==> src/rtl/fifo_arb_pkg.sv <==
// Shared definitions for the FIFO write arbiter: state encoding, default
// parameters and the width helper used to size index and counter fields.
package fifo_arb_pkg;

   localparam logic [1:0] ST_IDLE  = 2'd0;
   localparam logic [1:0] ST_BURST = 2'd1;
   localparam logic [1:0] ST_HOLD  = 2'd2;

   localparam int NUM_REQ_DEF   = 4;
   localparam int DATA_SIZE_DEF = 8;
   localparam int BURST_LEN_DEF = 4;

   // Bits needed to hold values 0..v-1 (0 for v <= 1).
   function automatic int clog2(input int v);
      int r;
      r = 0;
      for (int i = 0; i < 31; i++) begin
         if ((1 << i) < v) r = i + 1;
      end
      return r;
   endfunction

endpackage

==> src/rtl/fifo_wr_arbiter_rr_pick.sv <==
// Round-robin picker: first active requester strictly after last_owner,
// wrapping from NUM_REQ-1 back to 0.
module rr_pick import fifo_arb_pkg::*; #(
   parameter int NUM_REQ = NUM_REQ_DEF,
   parameter int IDX_W   = clog2(NUM_REQ_DEF)
) (
   input  logic [NUM_REQ-1:0] req,
   input  logic [IDX_W-1:0]   last_owner,
   output logic               valid,
   output logic [IDX_W-1:0]   index
);

   logic [IDX_W-1:0] cand;
   logic             found;

   assign valid = |req;

   always_comb begin
      index = '0;
      found = 1'b0;
      cand  = '0;
      // k = NUM_REQ revisits last_owner itself, so a lone requester is still picked.
      for (int k = 1; k <= NUM_REQ; k++) begin
         cand = IDX_W'((int'(last_owner) + k) % NUM_REQ);
         if (!found && req[cand]) begin
            found = 1'b1;
            index = cand;
         end
      end
   end

endmodule

==> src/rtl/fifo_wr_arbiter.sv <==
// Burst-limited round-robin arbiter that merges NUM_REQ producers into one
// downstream FIFO write port, pausing in HOLD while the FIFO is full.
module fifo_wr_arbiter import fifo_arb_pkg::*; #(
   parameter int NUM_REQ   = NUM_REQ_DEF,
   parameter int DATA_SIZE = DATA_SIZE_DEF,
   parameter int BURST_LEN = BURST_LEN_DEF
) (
   input  logic                           clk,
   input  logic                           rst,
   input  logic [NUM_REQ-1:0]             req,
   input  logic [NUM_REQ*DATA_SIZE-1:0]   req_data,
   input  logic                           fifo_full,
   output logic                           push,
   output logic [DATA_SIZE-1:0]           push_data,
   output logic [NUM_REQ-1:0]             gnt,
   output logic [clog2(NUM_REQ)-1:0]      owner,
   output logic                           busy
);

   localparam int IDX_W  = clog2(NUM_REQ);
   localparam int BEAT_W = clog2(BURST_LEN) + 1;

   logic [1:0]        state;
   logic [BEAT_W-1:0] beat;
   logic [IDX_W-1:0]  last_owner;
   logic              pick_valid;
   logic [IDX_W-1:0]  pick_idx;
   logic              last_beat;
   logic              release_gnt;

   rr_pick #(
      .NUM_REQ (NUM_REQ),
      .IDX_W   (IDX_W)
   ) u_pick (
      .req        (req),
      .last_owner (last_owner),
      .valid      (pick_valid),
      .index      (pick_idx)
   );

   assign busy      = (state != ST_IDLE);
   assign push      = (state == ST_BURST) && req[owner] && !fifo_full;
   assign push_data = busy ? req_data[int'(owner)*DATA_SIZE +: DATA_SIZE] : '0;
   assign last_beat = push && (beat == BEAT_W'(BURST_LEN - 1));

   // Grant ends on the final beat or as soon as the owner stops requesting.
   assign release_gnt = ((state == ST_BURST) && (last_beat || !req[owner])) ||
                        ((state == ST_HOLD)  && !req[owner]);

   always_ff @(posedge clk or negedge rst) begin
      if (!rst) begin
         state      <= ST_IDLE;
         gnt        <= '0;
         owner      <= '0;
         beat       <= '0;
         last_owner <= IDX_W'(NUM_REQ - 1);
      end else if (release_gnt) begin
         state      <= ST_IDLE;
         gnt        <= '0;
         owner      <= '0;
         last_owner <= owner;
      end else begin
         case (state)
            ST_IDLE: begin
               if (pick_valid) begin
                  state <= ST_BURST;
                  gnt   <= NUM_REQ'(1) << pick_idx;
                  owner <= pick_idx;
                  beat  <= '0;
               end
            end
            ST_BURST: begin
               if (push) beat <= beat + BEAT_W'(1);
               else if (fifo_full) state <= ST_HOLD;
            end
            ST_HOLD: begin
               // Return to BURST first; the push follows a cycle later.
               if (!fifo_full) state <= ST_BURST;
            end
            default: state <= ST_IDLE;
         endcase
      end
   end

endmodule

==> config.mk <==
export PLATFORM = sky130hd
export DESIGN_NAME = fifo_wr_arbiter
export DESIGN_NICKNAME = d
export VERILOG_FILES = /design/src/rtl/fifo_arb_pkg.sv /design/src/rtl/fifo_wr_arbiter_rr_pick.sv /design/src/rtl/fifo_wr_arbiter.sv
export SDC_FILE = /design/constraint.sdc
export NUM_CORES = 1
export LEC_CHECK = 0
export CAP_MARGIN = 20
export CORE_ASPECT_RATIO = 1.2
export CORE_MARGIN = 4
export CORE_UTILIZATION = 38
export DETAILED_ROUTE_END_ITERATION = 10
export GPL_TIMING_DRIVEN = 0
export MAX_ROUTING_LAYER = met4
export PLACE_DENSITY = 0.75
export SLEW_MARGIN = 20
export SYNTH_ARGS = -nofsm -noshare
export SYNTH_HDL_FRONTEND = slang
export SYNTH_SLANG_ARGS = --single-unit
export TNS_END_PERCENT = 30
==> constraint.sdc <==
create_clock -name clk -period 2.5 [get_ports clk]
set_input_delay 0.5 -clock clk [delete_from_list [all_inputs] [get_ports clk]]
set_output_delay 0.5 -clock clk [all_outputs]
set_load 0.03 [all_outputs]
==> flow_summary.toml, run 1 <==
[routing]
drtPass1Iterations = 4
dr_wl_met2_mm = 1.369
ant_nets = 0
vias = 987
wl_mm = 3.054
drt_iter0_drc = 10
wl_met3_um = 437
avgViaCountPerCell = 5.423
drc_errors = 0
highest_layer = "met4"
routedWlPerCell_um = 16.78
drt-met1-wl_mm = 1.197

[power]
peakVddDrop_mv = 0.5842
p_per_area_mw_per_mm2 = 1084
p_leak_uw = 0.0006529
power_uw = 1742

[floorplan]
rows = 20
initial_core_util = 0.3931
dieHeight_um = 64.01
die_w_um = 54.68
ios = 55
core_area_mm2 = 0.002527
die_area_mm2 = 0.003500

[sta]
setup_violations = 0
whs_ns = 0.5092
final_max_slew_viol_count = 0
fin_crit_sh = 0.9699
final_hold_viol_count = 0
relSlewSlack = 0.6172
tns_ns = 0
fin_skew_ns = 0.004195
worst_slew_pin_slew_ns = 0.5724
fmax_mhz = 412.4
period_needed_ns = 2.425
rsz0062_at_grt = "false"

[setup_path]
slowest_stage = "mux4_2"
ff2ff_path_depth = 6
rrSetupSlack_ns = 0.65
cp-end-kind = "output pin"
r2r_start = "beat[0]"
max_stage_delay_ns = 0.51
crit_chain = "buf_6 > mux4_2 > nor2b_1 > clkdlybuf4s15_1"
reg2reg_to = "last_owner[0]"
path_class = "reg2out"
cp-start-kind = "flop"
cp_data_required_time_ns = 2.00
arrival_ns = 1.92
cp_max_fo = 10

[cts]
htreeDepth = 1
clk_pin_slew_worst_paths_ns = 0.08
clock_path_buffers = 2
clkLatencyLatePin_ns = 0.28
cts.sinks = 13
cts_made_buffers = 3
postCtsHoldBufs = 0
root_buffer = "clkbuf_4"
tritoncts = "built"

[run]
cap_violations = 0

[outcome]
status = "complete, no violations"

[cells_and_area]
area_growth_pct = 61.71
final-seq-area_um2 = 329.1
final_nets = 191
fill_cells = 208
drive_above_1_share = 0.1611
antenna_cells = 0
multi_input_area_um2 = 636.9

[global_routing]
grt_pass1_vias = 1005
gr-total-overflow = 0
grt_pass1_wl_mm = 4.671
grt_max_degree = 14
grt_antenna_before_repair = 0
grtUsageTotal = 0.1856

[hold_path]
min_path_cells = 2
hold_start = "beat[2]"
min_path_type = "reg2reg"
hold-path-endpoint = "beat[2]"

[yosys]
ys_seq_area_frac = 0.3300
syn_avg_cell_area_um2 = 11.04
syn_area_um2 = 993.5
netlist_instances = 90
synth_fp_nets = 131
synth_warnings = 0
yosysUniqueCellTypes = 32
ys_ff_latch = 13

[placed_design]
place_congestion = 0.7353
portBuffers = 54
dp_hpwl_mm = 2.445
==> per-layer routing <==
layer  up-vias  GRT usage
li1        469          -
met1       459     0.2090
met2        54     0.3018
met3         5    0.05594
met4         0    0.06542
met5         -          -
==> per-stage QoR <==
| step | utilization | cell area (um2) | cells | setup WS (ns) |
|---|---|---|---|---|
| detailed placement | 0.6233 | 1575 | 177 | -0.3997 |
| global placement | 0.6233 | 1575 | 177 | -0.4089 |
| floorplan | - | 993.5 | 90 | 0.3469 |
| CTS | 0.6347 | 1604 | 182 | 0.05072 |
| global route | 0.6356 | 1607 | 182 | 0.001691 |
| finish | 0.6356 | 1607 | 182 | 0.07528 |
==> cells in the final DEF (no fill, tap or decap), types with 2 or more instances in the layout <==
cell type	n
nand2_1	8
inv_1	4
mux2_4	2
mux4_2	9
clkdlybuf4s50_1	41
o32ai_1	4
dlygate4sd2_1	11
buf_4	2
clkdlybuf4s15_1	2
nand2b_1	4
o22a_1	2
clkbuf_4	3
nand3_1	3
a21oi_1	2
mux2i_1	3
o21ai_0	3
ha_1	2
nor2b_1	9
o22ai_1	3
dfstp_2	2
dfrtp_1	10
nor2_1	3
==> worst max-delay path: cells and delay by family, from the launching register on <==
kind | cells | cell delay, ns
muxes | 1 | 0.51
and+or+nand+nor | 1 | 0.15
buffers and inverters | 2 | 0.55
DFF | 1 | 0.43
==> registers in the layout, summed over array words and instances (netlist names) <==
| register | flops |
|---|---|
| owner | 2 |
| beat | 3 |
| gnt | 4 |
| last_owner | 2 |
| state | 2 |
==> cells in the mapped netlist, drive strengths merged <==
master  instances  area (um2)
a31o            1       8.760
mux4            9       202.7
mux2i           3       30.03
nor2b           9       56.30
nand4b          1       8.760
nor3            1       5.000
o31ai           1       7.510
nand3           3       15.01
o21ai           4       20.01
inv             4       15.01
dfrtp          11       275.3
o22ai           3       18.77
a311o           1       10.01
and3            1       6.260
mux2            2       30.03
nand2           8       30.03
or4             1       7.510
nor3b           1       7.510
a21oi           2       10.01
ha              2       25.02
clkbuf          1       3.750
buf             2       12.51
nor2            4       15.01
dfstp           2       52.55
a21boi          1       7.510
o22a            2       17.52
o32ai           5       62.56
o21a            1       7.510
nand2b          4       25.02
==> power breakdown <==
group	total, uW	switching, uW	internal, uW
combinational	1230	649	581
clock	128	66.2	61.9
sequential	384	84.6	299
==> area by class of cell <==
class                      instances  area share
tap                               33     0.02570
timing repair buffer              55      0.3326
sequential                        13      0.2048
clock buffer                       4     0.01636
buffer                             3     0.01480
multi-input combinational         70      0.3964
inverter                           4    0.009346
==> worst max-delay path by stage <==
stage | slack (ns) | endpoint | start | cells past startpoint
after CTS | 0.05 | push_data[2] | owner[0] | 4
after global placement | -0.41 | push | req[3] | 4
after floorplan | 0.35 | push_data[0] | owner[0] | 3
final | 0.08 | push_data[2] | owner[0] | 4
after detailed placement | -0.40 | push | req[3] | 4
after global routing | 0.002 | push_data[3] | owner[0] | 4
==> logic make-up after synthesis <==
| logic type | share of synthesized area |
|---|---|
| fa+ha+maj | 0.02518 |
| flops | 0.3300 |
| mux | 0.2645 |
| buf+inv | 0.03148 |
| compound gates | 0.1713 |
| simple gates | 0.1776 |
==> what timing repair did <==
item                                    4_1_cts  5_1_grt
resized for setup                            18        2
endpoints found under the setup margin       10        2
buffers inserted                              1        0
(Power assumes the default switching activity.)
==> run 2, diff against run 1 <==
--- a/config.mk
+++ b/config.mk
@@ -6,13 +6,15 @@
 export NUM_CORES = 1
 export LEC_CHECK = 0
 export CAP_MARGIN = 20
+export CELL_PAD_IN_SITES_DETAIL_PLACEMENT = 0
+export CELL_PAD_IN_SITES_GLOBAL_PLACEMENT = 1
 export CORE_ASPECT_RATIO = 1.2
 export CORE_MARGIN = 4
-export CORE_UTILIZATION = 38
+export CORE_UTILIZATION = 28
 export DETAILED_ROUTE_END_ITERATION = 10
 export GPL_TIMING_DRIVEN = 0
 export MAX_ROUTING_LAYER = met4
-export PLACE_DENSITY = 0.75
+export PLACE_DENSITY = 0.76
 export SLEW_MARGIN = 20
 export SYNTH_ARGS = -nofsm -noshare
 export SYNTH_HDL_FRONTEND = slang
==> run 2 against run 1 <==
  * Worst hold slack lost 0.0088 ns
  * Via count shrank 0.91%
  * Sequential power is essentially flat
  * Sequential share of layout area shrank 0.39 points
  * Critical path type unchanged
==> flow_summary.toml, run 2 (synthesis results as in run 1) <==
[outcome]
status = "complete, no violations"

[cells_and_area]
antenna_cells = 0
final_nets = 191
drive_above_1_share = 0.1678
final_cell_mix = "clkdlybuf4s50_1 (41), dfrtp_1 (10), dlygate4sd2_1 (10), mux4_2 (9), nor2b_1 (9)"
final_util = 0.4864
final_common_cell = "clkdlybuf4s50_1"
area_growth_pct = 64.86
top_regs = "gnt (4), beat (3)"
largest_reg_flops = 4
largest_register = "gnt"

[sta]
relSlewSlack = 0.6068
period_needed_ns = 2.398
fin_crit_sh = 0.9592
tns_ns = 0
whs_ns = 0.5004
fin_skew_ns = 0.002704
final_hold_viol_count = 0
rsz0062_at_grt = "false"
fmax_mhz = 417.0
final_max_slew_viol_count = 0
setup_violations = 0
worst_slew_pin_slew_ns = 0.5879

[global_routing]
grt_busiest_layer = "met2"
use_met1 = 0.1652
grt_pass1_wl_mm = 5.002
grt_antenna_before_repair = 0
globalRouteMet3Util = 0.04128
gr-total-overflow = 0
grt_max_degree = 14
grtUsageTotal = 0.1396
grt_util_met2 = 0.2408
grt_pass1_vias = 1065

[setup_path]
path_class = "reg2out"
arrival_ns = 1.90
cp_max_fo = 10
ff2ff_path_depth = 6
r2r_start = "beat[0]"
cp-start-kind = "flop"
cp-end-kind = "output pin"
rrSetupSlack_ns = 0.66
cp_data_required_time_ns = 2.00
reg2reg_to = "last_owner[0]"

[cts]
root_buffer = "clkbuf_8"
cts.sinks = 13
clkLatencyLatePin_ns = 0.24
clk_pin_slew_worst_paths_ns = 0.05
htreeDepth = 1
tritoncts = "built"
clock_path_buffers = 2
postCtsHoldBufs = 0
cts_made_buffers = 3

[floorplan]
rows = 23
dieHeight_um = 73.25
die_area_mm2 = 0.004569
ios = 55
core_area_mm2 = 0.003367
initial_core_util = 0.2951
die_w_um = 62.38

[placed_design]
place_congestion = 0.7846
portBuffers = 54
dp_hpwl_mm = 2.360

[routing]
routedWlPerCell_um = 15.74
wl_mm = 2.927
vias = 978
ant_nets = 0
drc_errors = 0
drtPass1Iterations = 4
drt_iter0_drc = 39
avgViaCountPerCell = 5.258

[hold_path]
hold-path-endpoint = "beat[2]"
min_path_type = "reg2reg"
hold_start = "beat[2]"
min_path_cells = 2

[power]
power_uw = 1805
peakVddDrop_mv = 0.6275
p_leak_uw = 0.0006768
p_per_area_mw_per_mm2 = 1102

[run]
cap_violations = 0
-- run 2: cell count changes in the layout (fill, tap and decap cells not counted), sizes merged --
cell           previous run  this run
dlymetal6s2s              0         2
clkdlybuf4s15             2         1
dlygate4sd2              11        10
-- run 2: where the power goes --
part	internal [uW]	switching, uW
logic	579	653
clock network	113	73.6
registers	300	87.2
total	991	813
-- run 2: what timing repair did --
| item | in CTS | in global routing |
|---|---|---|
| endpoints found under the setup margin | 9 | 3 |
| pin swaps | 0 | 0 |
| endpoints found under the hold margin | 0 | 0 |
| setup buffers | 1 | 0 |
| gates cloned | 0 | 0 |
| gates resized for setup | 17 | 3 |
-- run 2: worst max-delay path by stage --
stage / start / end / cells past startpoint
2_1_floorplan: owner[0] / push_data[0] / 3
3_3_place_gp: req[3] / push / 4
3_5_place_dp: req[3] / push / 4
4_1_cts: state[1] / busy / 3
5_1_grt: owner[0] / push_data[2] / 4
6_report: owner[0] / push_data[2] / 4
-- run 2: area by class of cell --
class	count	area [um2]
inverter	4	15.01
clock buffer	4	45.04
multi-input combinational	70	636.9
fill	315	1729
timing repair buffer	55	541.8
buffer	3	23.77
tap	37	46.29
sequential	13	329.1
-- run 2: per-stage QoR --
stage                     instance area [um2]  std cells  worst slack, ns
after detailed placement                 1580        181          -0.4229
after global placement                   1580        181          -0.4161
final                                    1638        186           0.1019
after global routing                     1638        186         0.007575
after CTS                                1630        186         0.007440
after floorplan                         993.5         90           0.3469
-- run 2: routing by layer --
layer	vias up	share of wire
met5	-	0
met4	0	0.0075
met3	2	0.080
met2	49	0.47
met1	456	0.44
li1	471	-
-- run 2: worst max-delay path, cell delays in order (launching register included) --
cell and delay, ns:
dfrtp_2 0.44, buf_6 0.20, mux4_2 0.52, nor2b_1 0.14, dlygate4sd2_1 0.37
==> run 3, diff against run 2 <==
--- a/config.mk
+++ b/config.mk
@@ -9,7 +9,6 @@
 export CELL_PAD_IN_SITES_DETAIL_PLACEMENT = 0
 export CELL_PAD_IN_SITES_GLOBAL_PLACEMENT = 1
 export CORE_ASPECT_RATIO = 1.2
-export CORE_MARGIN = 4
 export CORE_UTILIZATION = 28
 export DETAILED_ROUTE_END_ITERATION = 10
 export GPL_TIMING_DRIVEN = 0
==> run 3 against run 2 <==
  * Register-to-register slack worse by 0.02 ns
  * Power is essentially flat
  * Clock power barely moved
  * Worst hold slack improved by 0.015 ns
  * Critical path depth did not move
  * Routed wire length fell by 5.9%
  * Critical path type unchanged
  * Largest cell class unchanged
==> flow_summary.toml, run 3 (synthesis results as in run 1) <==
[cts]
cts_made_buffers = 3
root_buffer = "clkbuf_8"
htreeDepth = 1
cts.sinks = 13
clock_path_buffers = 2
tritoncts = "built"
clk_pin_slew_worst_paths_ns = 0.05
clkLatencyLatePin_ns = 0.24

[routing]
vias = 1011
wl_mm = 2.754
ant_nets = 0
drtPass1Iterations = 4
routedWlPerCell_um = 14.81
drt_iter0_drc = 24
drc_errors = 0
avgViaCountPerCell = 5.435

[cells_and_area]
stdcell_count = 186
largest_reg_flops = 4
top_regs = "gnt (4), beat (3)"
final_common_cell = "clkdlybuf4s50_1"
antenna_cells = 0
area_growth_pct = 64.48
final_cell_mix = "clkdlybuf4s50_1 (41), dlygate4sd2_1 (11), dfrtp_1 (10), mux4_2 (9), nor2b_1 (9)"
largest_register = "gnt"
final_nets = 191
drive_above_1_share = 0.1678
post-route-cell-area_mm2 = 0.001634

[global_routing]
grt_max_degree = 14
grt_antenna_before_repair = 0
grt_pass1_wl_mm = 4.616
grtUsageTotal = 0.1617
gr-total-overflow = 0
grt_pass1_vias = 1038

[hold_path]
min_path_cells = 2
hold_start = "beat[1]"
min_path_type = "reg2reg"

[setup_path]
max_stage_delay_ns = 0.52
crit_start = "owner[0]"
arrival_ns = 1.91
slowest_stage = "mux4_2"
crit_chain = "buf_6 > mux4_2 > nor2b_1 > dlygate4sd2_1"
path_class = "reg2out"
ff2ff_path_depth = 6
cp-end-kind = "output pin"
cp_max_fo = 10
rrSetupSlack_ns = 0.64
cp-start-kind = "flop"
r2r_start = "beat[0]"
cp_data_required_time_ns = 2.00

[sta]
fin_ws_ns = 0.09445
rsz0062_at_grt = "false"
fin_skew_ns = 0.0007324
fmax_mhz = 415.7
relSlewSlack = 0.6061
worst_slew_pin_slew_ns = 0.5890
final_hold_viol_count = 0
tns_ns = 0
fin_crit_sh = 0.9622
final_max_slew_viol_count = 0
setup_violations = 0
period_needed_ns = 2.406

[floorplan]
initial_core_util = 0.2951
die_w_um = 56.38
dieHeight_um = 67.25
ios = 55
die_area_mm2 = 0.003791
core_area_mm2 = 0.003367
rows = 23

[run]
cap_violations = 0

[placed_design]
pre_cts_slack_ns = -0.4210
place_congestion = 0.7783
portBuffers = 54
dp.cells = 181
dp_hpwl_mm = 2.140
postPlaceCellArea_mm2 = 0.001580

[power]
p_per_area_mw_per_mm2 = 1105
peakVddDrop_mv = 0.7078
p_leak_uw = 0.0006691

[outcome]
status = "complete, no violations"
[run 3: area by class of cell]
cell class                      instances  area, um2
Fill cell                             307       1733
Multi-Input combinational cell         70      636.9
Timing Repair Buffer                   55      538.0
Sequential cell                        13      329.1
Tap cell                               37      46.29
Clock buffer                            4      45.04
Buffer                                  3      23.77
Inverter                                4      15.01
[run 3: path summary, 6_finish.rpt]
path | to
worst max register to register | last_owner[1]
min in group asynchronous | beat[0]
worst max-delay path | push_data[3]
worst min-delay path | beat[1]
max in group asynchronous | owner[0]
worst min register to register | beat[1]
[run 3: critical path, delay by kind of cell (launching register included)]
kind                   cells  cell delay (ns)
DFF                        1             0.43
muxes                      1             0.52
buffers and inverters      2             0.57
and+or+nand+nor            1             0.14
[run 3: timing repair]
action,4_1_cts,5_1_grt
buffers inserted,1,0
pin swaps,0,0
gates cloned,0,0
endpoints found under the setup margin,9,10
resized for setup,17,3
hold buffers,0,0
[run 3: metal layers]
metal,track usage,vias up,share of wire,routed length (um)
li1,-,472,-,-
met3,0.03257,4,0.074,204
met4,0.07317,0,0.019,53
met1,0.1784,482,0.43,1171
met2,0.2842,53,0.48,1325
met5,-,-,0,0
[run 3: stage by stage]
step / total power (uW) / hold WS (ns) / util
floorplan: 1223 / 0.2044 / -
global placement: 1629 / 0.4835 / 0.4693
detailed placement: 1650 / 0.4973 / 0.4693
CTS: 1817 / 0.5091 / 0.4835
global route: 1935 / 0.5352 / 0.4853
finish: 1805 / 0.5153 / 0.4853
[run 3: report_power, final]
part | switching, uW | internal, uW | leakage (uW) | total, uW
sequential | 86.5 | 300 | 0.000164 | 386
combinational | 653 | 579 | 0.000482 | 1230
clock | 74.6 | 113 | 0.0000228 | 187
